**config.mk**
```make
export PLATFORM = sky130hd
export DESIGN_NAME = cci_write_staging_buffer
export DESIGN_NICKNAME = d
export VERILOG_FILES = /design/src/rtl/qpi_pkg.sv /design/src/rtl/cci_sync_fifo.sv /design/src/rtl/cci_write_staging_buffer.sv
export SDC_FILE = /design/constraint.sdc
export NUM_CORES = 2
export LEC_CHECK = 0
export CAP_MARGIN = 20
export CORE_MARGIN = 1.5
export CORE_UTILIZATION = 45
export CTS_CLUSTER_SIZE = 16
export DETAILED_ROUTE_END_ITERATION = 12
export DONT_BUFFER_PORTS = 1
export GPL_ROUTABILITY_DRIVEN = 0
export PLACE_DENSITY = 0.66
export SLEW_MARGIN = 40
export SYNTH_ARGS = -nofsm -noshare
export SYNTH_HDL_FRONTEND = slang
export SYNTH_MEMORY_MAX_BITS = 65536
export SYNTH_SLANG_ARGS = --single-unit
```
**constraint.sdc**
```tcl
create_clock -name clk -period 76.2 [get_ports clk]
set_input_delay 7.62 -clock clk [delete_from_list [all_inputs] [get_ports clk]]
set_output_delay 7.62 -clock clk [all_outputs]
set_load 0.01 [all_outputs]
```
**src/rtl/qpi_pkg.sv**
```systemverilog
// Shared CCI/QPI types for the write path: tx header layout, line width,
// and the width of the write-outstanding counter.
// Pure type/constant package; no logic, no latency, no backpressure.
package qpi_pkg;

  localparam int CCI_DATA_W        = 512;
  localparam int CCI_OUTSTANDING_W = 8;

  typedef enum logic [3:0] {
    REQ_WRLINE_I = 4'h1,
    REQ_WRLINE_M = 4'h2,
    REQ_WRFENCE  = 4'h5
  } tx_req_t;

  typedef struct packed {
    logic [5:0]  rsvd;
    tx_req_t     req_type;
    logic [1:0]  vc;
    logic [15:0] mdata;
    logic [41:0] addr;
  } tx_header_t;

  localparam int TX_HDR_W = $bits(tx_header_t);

endpackage

```
**src/rtl/cci_sync_fifo.sv**
```systemverilog
// Synchronous first-word-fall-through FIFO with a synchronous clear.
// Latency: a push at edge N is visible on o_dat in cycle N+1.
// Backpressure: caller must not push when o_full nor pop when o_empty.
//
// Ports: clk; i_clear (drops all entries at next edge, wins over push/pop);
//        i_push/i_dat write side; i_pop/o_dat read side; o_full/o_empty status.
module cci_sync_fifo #(
  parameter int WIDTH = 8,
  parameter int DEPTH = 8
) (
  input  logic             clk,
  input  logic             i_clear,
  input  logic             i_push,
  input  logic [WIDTH-1:0] i_dat,
  input  logic             i_pop,
  output logic [WIDTH-1:0] o_dat,
  output logic             o_full,
  output logic             o_empty
);

  localparam int AW = $clog2(DEPTH);

  // One extra pointer bit distinguishes full from empty when indices match.
  logic [AW:0]      r_wr_ptr;
  logic [AW:0]      r_rd_ptr;
  logic [WIDTH-1:0] r_mem [DEPTH];

  always_ff @(posedge clk) begin
    if (i_clear) begin
      r_wr_ptr <= '0;
      r_rd_ptr <= '0;
    end else begin
      if (i_push) r_wr_ptr <= r_wr_ptr + 1'b1;
      if (i_pop)  r_rd_ptr <= r_rd_ptr + 1'b1;
    end
  end

  // Storage carries no reset; validity is tracked entirely by the pointers.
  always_ff @(posedge clk) begin
    if (i_push && !i_clear) r_mem[r_wr_ptr[AW-1:0]] <= i_dat;
  end

  assign o_dat   = r_mem[r_rd_ptr[AW-1:0]];
  assign o_empty = (r_wr_ptr == r_rd_ptr);
  assign o_full  = (r_wr_ptr[AW] != r_rd_ptr[AW]) &&
                   (r_wr_ptr[AW-1:0] == r_rd_ptr[AW-1:0]);

endmodule

```
**src/rtl/cci_write_staging_buffer.sv**
```systemverilog
// Stages frame-writer packets for the CCI tx1 arbiter, gates requests on outstanding writes.
// Latency: 1 cycle push-to-request (FWFT head); head pops at the edge of a granted cycle.
// Backpressure: in_ready low when full, disabled or in reset; no full-FIFO push/pop bypass.
//
// Ports: clk/resetb (sync, active-high); afu_en (low flushes FIFO);
//        in_valid/in_ready/in_header/in_data producer side;
//        wr_request/wr_header/wr_data/write_grant arbiter side; wr_rsp_valid rx1 completion;
//        outstanding (granted, unacknowledged), idle, sticky error.
module cci_write_staging_buffer
  import qpi_pkg::*;
#(
  parameter int DEPTH           = 8,
  parameter int MAX_OUTSTANDING = 32
) (
  input  logic                         clk,
  input  logic                         resetb,
  input  logic                         afu_en,
  input  logic                         in_valid,
  output logic                         in_ready,
  input  tx_header_t                   in_header,
  input  logic [CCI_DATA_W-1:0]        in_data,
  output logic                         wr_request,
  output tx_header_t                   wr_header,
  output logic [CCI_DATA_W-1:0]        wr_data,
  input  logic                         write_grant,
  input  logic                         wr_rsp_valid,
  output logic [CCI_OUTSTANDING_W-1:0] outstanding,
  output logic                         idle,
  output logic                         error
);

  localparam int ENTRY_W = TX_HDR_W + CCI_DATA_W;
  localparam logic [CCI_OUTSTANDING_W-1:0] LP_MAX_OUT = CCI_OUTSTANDING_W'(MAX_OUTSTANDING);

  logic                         w_full;
  logic                         w_empty;
  logic                         w_push;
  logic                         w_pop;
  logic                         w_clear;
  logic                         w_stray_grant;
  logic                         w_rsp_underflow;
  logic [ENTRY_W-1:0]           w_head;
  logic [CCI_OUTSTANDING_W-1:0] w_out_nxt;
  logic [CCI_OUTSTANDING_W-1:0] r_outstanding;
  logic                         r_error;

  // Reset and disable both drop queued packets; neither touches outstanding
  // except reset, so late completions after a disable still drain the count.
  assign w_clear = resetb || !afu_en;

  cci_sync_fifo #(
    .WIDTH (ENTRY_W),
    .DEPTH (DEPTH)
  ) u_fifo (
    .clk     (clk),
    .i_clear (w_clear),
    .i_push  (w_push),
    .i_dat   ({in_header, in_data}),
    .i_pop   (w_pop),
    .o_dat   (w_head),
    .o_full  (w_full),
    .o_empty (w_empty)
  );

  assign in_ready   = !w_full && afu_en && !resetb;
  // Gating on the registered count makes the request drop in the same cycle
  // the limit is reached and come back the cycle after a response.
  assign wr_request = !w_empty && afu_en && !resetb && (r_outstanding < LP_MAX_OUT);

  assign w_push        = in_valid && in_ready;
  assign w_pop         = write_grant && wr_request;
  assign w_stray_grant = write_grant && !wr_request;

  assign {wr_header, wr_data} = w_head;

  // Grant and response in one cycle cancel; a lone response at zero is a
  // protocol violation and leaves the counter at zero.
  always_comb begin
    w_out_nxt       = r_outstanding;
    w_rsp_underflow = 1'b0;
    unique case ({w_pop, wr_rsp_valid})
      2'b10: w_out_nxt = r_outstanding + 1'b1;
      2'b01: begin
        if (r_outstanding == '0) w_rsp_underflow = 1'b1;
        else                     w_out_nxt       = r_outstanding - 1'b1;
      end
      default: w_out_nxt = r_outstanding;
    endcase
  end

  always_ff @(posedge clk) begin
    if (resetb) begin
      r_outstanding <= '0;
      r_error       <= 1'b0;
    end else begin
      r_outstanding <= w_out_nxt;
      r_error       <= r_error | w_stray_grant | w_rsp_underflow;
    end
  end

  assign outstanding = r_outstanding;
  assign error       = r_error;
  assign idle        = resetb || (w_empty && (r_outstanding == '0));

endmodule

```
After elaboration in Yosys (flattened, before gate mapping)
Memory sizes are Yosys's and may differ from the RTL's. A register that Yosys moved wholly into a read port is not among the register bits.
Cells that the tools add are included.
{ "classes": {"eq_ne": 6, "muxes": 8, "addsub": 4, "magnitude_cmp": 1, "n_reduce_logical": 22, "bitwise": 2} }
{ "op_table": {"columns": ["cell", "n"], "rows": [
  ["8-bit one-hot mux with 2 select lines", 1],
  ["1-bit logical AND", 11],
  ["4-bit by 1-bit adder with 4-bit output (second input constant)", 2],
  ["8-bit by 1-bit adder with 8-bit output (second input constant)", 1],
  ["8-bit zero test", 1],
  ["8-bit by 6-bit < comparator with 1-bit output (second input constant)", 1],
  ["8-bit two-way mux", 1],
  ["8-bit by 1-bit subtractor with 8-bit output (second input constant)", 1],
  ["1-bit zero test", 6],
  ["3-bit two-way mux", 2],
  ["4-bit == test", 1],
  ["1-bit two-way mux", 4],
  ["3-bit == test", 1],
  ["2-bit by 1-bit == test with 1-bit output (second input constant)", 1],
  ["2-bit == test (second input constant)", 1],
  ["1-bit logical OR", 2],
  ["2-bit inequality test (second input constant)", 1],
  ["1-bit OR", 2],
  ["2-bit AND reduction", 1],
  ["2-bit nonzero test", 1],
  ["1-bit inequality test", 1]
]} }
{ "totals": {"register_bits": 17, "word_cells": 48, "memories": 1, "mem_bits_rw": 4656} }
{ "mem_list": {"columns": ["memory", "words", "word_bits", "read_ports", "rd_clocked_by_memory_dff", "write_ports", "line", "source"], "rows": [
  ["u_fifo.r_mem", 8, 582, 1, 1, 1, "cci_sync_fifo.sv:26", "logic [WIDTH-1:0] r_mem [DEPTH];"]
]} }

Logic depth before layout (Yosys ltp)
{ "logic_depth": {"depth_word": 9, "depth_mapped": 11, "mapped_depth_nobuf": 9} }

By module
Synthesis repeated with hierarchy kept, for this count alone.
{ "hier_totals": {"hier_cells": 6868, "hier_area_um2": 175900.0} }
{ "by_module_without_submodules": {"columns": ["module", "cells_per_inst", "area_per_inst_um2", "seq_area_each_um2", "instances"], "rows": [
  ["cci_sync_fifo", 6784, 175150.5, 140034.3, 1],
  ["cci_write_staging_buffer", 84, 749.5, 180.2, 1]
]} }

Worst setup path before layout
No wires, ideal clock.
{ "synth_path": {"path_type": "input -> register", "startpoint": "input port afu_en", "endpoint": "memory u_fifo.r_mem[0][0] (netlist bit), enable pin", "setup_ns": 2.954, "setup_slack_ns": 10.397, "path_buffers": 0, "t_arrival_ns": 62.849, "stages": 4, "cell_sequence": "nor2b_1 > o41a_1 > nand2_1 > nor4_1"} }
{ "synth_via": {"elab_chain_cells": 6, "word_cells_on_any_way": 9} }
{ "synth_lines": {"columns": ["item", "line", "source"], "rows": [
  ["start, declared", "cci_write_staging_buffer.sv:17", "input logic afu_en,"],
  ["1-bit logical AND (2 in a row)", "cci_write_staging_buffer.sv:65", "assign in_ready = !w_full && afu_en && !resetb;"],
  ["net in_ready", "cci_write_staging_buffer.sv:19", "output logic in_ready,"],
  ["1-bit logical AND", "cci_write_staging_buffer.sv:70", "assign w_push = in_valid && in_ready;"],
  ["1-bit logical AND", "cci_sync_fifo.sv:40", "if (i_push && !i_clear) r_mem[r_wr_ptr[AW-1:0]] <= i_dat;"],
  ["1-bit two-way mux", "cci_sync_fifo.sv:40", null],
  ["1-bit two-way mux (not written as such)", "cci_sync_fifo.sv:40", null],
  ["end, declared", "cci_sync_fifo.sv:26", null]
]} }
The timed path passes the listed nets, and every way through them passes these cells.

Worst setup path in the final report
{ "layout_path": {"startpoint": "input port resetb", "endpoint": "output port wr_request"} }
{ "layout_via": {"elab_chain_cells": 3} }
{ "layout_lines": {"columns": ["item", "line", "source"], "rows": [
  ["start, declared", "cci_write_staging_buffer.sv:16", "input logic resetb,"],
  ["1-bit zero test", "cci_write_staging_buffer.sv:68", "assign wr_request = !w_empty && afu_en && !resetb && (r_outstanding < LP_MAX_OUT);"],
  ["1-bit logical AND (2 in a row)", "cci_write_staging_buffer.sv:68", null],
  ["end, declared", "cci_write_staging_buffer.sv:22", "output logic wr_request,"]
]} }
No other way between the ends.

==> impl_metrics.yaml <==
clock_network:
  hold_buffers: 0
  post_cts_resized: 0
  cts_tree: "done"
  max-clock-path-buffers: 4
  h-tree-depth: 5
  clock_latency_ns: 0.95
  cts.sinks: 4676
  post_cts_buffers: 0
  cts_made_buffers: 453
  clk_pin_slew_ns: 0.06
  root_buffer: "clkbuf_16"
worst_setup_path:
  endpoint_kind: "output port"
  crit_path_start_kind: "input port"
  path_depth: 2
  slowest_delay_ns: 0.44
  crit_family: "simple AND/OR/NAND/NOR gates"
  crit_path_top_delay_cell: "nor3_1"
  r2r_slack_ns: 70.48
  crit_chain: "nand2b_1 -> nor3_1"
  ff2ff_path_depth: 9
  worst-path-max-fanout: 18
  cp.required_ns: 68.58
  crit_buf_inv: 0
  crit_type: "in2out"
  arrival_ns: 8.33
pwr:
  p_per_area_mw_per_mm2: 25.8
  p_leak_nw: 58.4
  worst_ir_drop_vdd_mv: 0.0234
floorplan:
  core_area_mm2: 0.387
  die_h_um: 627
  start_util_pct: 45.3
  io_pins: 1182
  die_w_um: 627
  core.rowCount: 228
  die-area_mm2: 0.393
yosys:
  syn_avg_cell_area_um2: 25.6
  postSynthCellCount: 6853
  synth-edff-count: 4656
  synth_area_leaders: "edfxtp_1 80%, mux4_2 15%, mux2_2 3.8%"
  postSynth.asyncResetShare_pct: 0
  synth-seq-cells: 4676
  syn_area_mm2: 0.175
  synth_top_cell_by_area: "edfxtp_1"
  synthFlopType: "edfxtp_1"
  yosysSeqAreaShare_pct: 80.1
  synth.top_cell.area_share_pct: 79.8
  yosys.cell_types.count: 36
  synth_nets: 7444
  yosysWarnings: 0
hold_path:
  hold_path.class: "reg2reg"
  min_path_cells: 1
sta:
  timing.fmax_mhz: 62.7
  finalHoldViolations: 0
  skew_ns: 0.0556
  relSlewSlack_pct: 37.9
  worst_slack_ns: 60.25
  worst_slew_pin_slew_ns: 0.931
  rsz0062_at_grt: "no"
  maxSlewViolCount: 0
  hold_ws_ns: 0.497
  fin_setup_tns_ns: 0
  setup_viol: 0
  fin_crit_sh_pct: 20.9
  post-route-min-period_ns: 15.95
layout:
  nets: 7730
  area.growth.synth_to_final_pct: 12.5
  register_area_mm2: 0.140
  drive_gt1_share_pct: 34.0
  num-fill-cells: 29303
  final_core_util_pct: 51.0
  multi_input_area_mm2: 0.0335
routing:
  drt_wl_total_um: 392000
  wl_per_cell_um: 30.9
  drt-pass1-iter-count: 5
  drc: 0
  drt.antenna.violating_nets: 0
  vias: 73532
  vias_per_cell: 5.79
  drt_iter0_drc: 6140
global_route:
  track_usage_pct: 19.5
  antenna_found_initial: 3
  first_global_vias: 76442
  grt-ovfl-total: 0
  grt_pass1_wl_um: 556000
  grt_start_max_net_pins: 139
placed_design:
  post-place-ws_ns: 60.27
  io_buffers: 0
  dpl.hpwl_um: 233000
job:
  drv_cap: 0
run_status:
  status: "complete, no violations"
[through the flow]
stage | instances | area, um^2 | power [W]
4_1_cts | 12675 | 197000 | 0.00512
2_1_floorplan | 6853 | 175000 | 0.00296
6_report | 12698 | 197000 | 0.00508
3_3_place_gp | 11831 | 182000 | 0.00295
3_5_place_dp | 11846 | 182000 | 0.00296
5_1_grt | 12697 | 197000 | 0.00522
[cells by family after synthesis]
family          after synthesis  share of synthesized area, %
compound gates                9                        0.0436
xor+xnor                     10                        0.0543
fa+ha+maj                     3                        0.0214
buf+inv                     330                         0.812
flops                      4676                          80.1
mux                        1758                          18.8
simple gates                 67                         0.204
[Yosys cell counts, types with 4 or more instances]
| cell | instances |
|---|---|
| xor2_1 | 5 |
| mux4_2 | 1164 |
| nor2b_1 | 8 |
| buf_1 | 29 |
| xnor2_1 | 4 |
| mux2i_1 | 7 |
| nor2_1 | 17 |
| dfxtp_1 | 20 |
| nand2b_1 | 6 |
| nand3_1 | 7 |
| edfxtp_1 | 4656 |
| buf_2 | 127 |
| mux2_2 | 584 |
| nor3_1 | 11 |
| nand2_1 | 7 |
| clkbuf_1 | 171 |
[per-layer routing]
metal | vias to the layer above | share of wire (%) | GRT usage, %
met3 | 686 | 8.0 | 5.56
met4 | 0 | 5.1 | 8.89
met5 | - | 0 | 0
met2 | 2502 | 51 | 33.5
li1 | 30217 | - | -
met1 | 40127 | 36 | 22.9
[state kept, by name (all words and copies together) (netlist names), named ones only]
signal,cells
outstanding,8
error,1
u_fifo.r_mem,4656
u_fifo.r_wr_ptr,4
u_fifo.r_rd_ptr,4
[cells in the final DEF (no fill, tap or decap), types with 17 or more instances in the layout]
cell and count:
clkinv_2 86, bufinv_16 41, clkinv_1 97, dfxtp_1 17, edfxtp_1 4656, buf_4 54, clkbuf_16 458, buf_16 17
buf_12 37, clkbuf_1 103, buf_6 52, mux2_2 584, mux4_2 1164
[power by group]
part	total, W	switching, W	leakage [nW]	internal, W
logic	0.0000543	0.0000328	9.25	0.0000214
clock network	0.00218	0.000934	7.08	0.00124
registers	0.00285	0.00000535	42.1	0.00284
total	0.00508	0.000972	58.4	0.00411
[worst reg2reg max path: stages, from the launching register on]
cell     delay, ns
dfxtp_1       0.51
xor2_1        0.35
o41a_1        0.39
nand3_1       0.37
nor3_2        0.25
buf_4         0.59
buf_4         0.68
buf_12        0.53
buf_6         0.84
buf_4         0.74
[layout make-up]
cell class / instances / share of cell area (%)
clock buffer: 562 / 6.02
sequential: 4676 / 71.2
clock inverter: 267 / 1.35
multi-input combinational: 1847 / 17.0
tap: 5175 / 3.29
timing repair buffer: 160 / 1.12
antenna: 10 / 0.0127
inverter: 1 / 0.00191
[worst paths after layout]
path / start / end
max: resetb / wr_request
min: u_fifo.r_wr_ptr[3] / u_fifo.r_wr_ptr[3]
max reg2reg: u_fifo.r_wr_ptr[0] / u_fifo.r_mem[4][399]
min reg2reg: u_fifo.r_wr_ptr[3] / u_fifo.r_wr_ptr[3]
(Power assumes the default switching activity.)
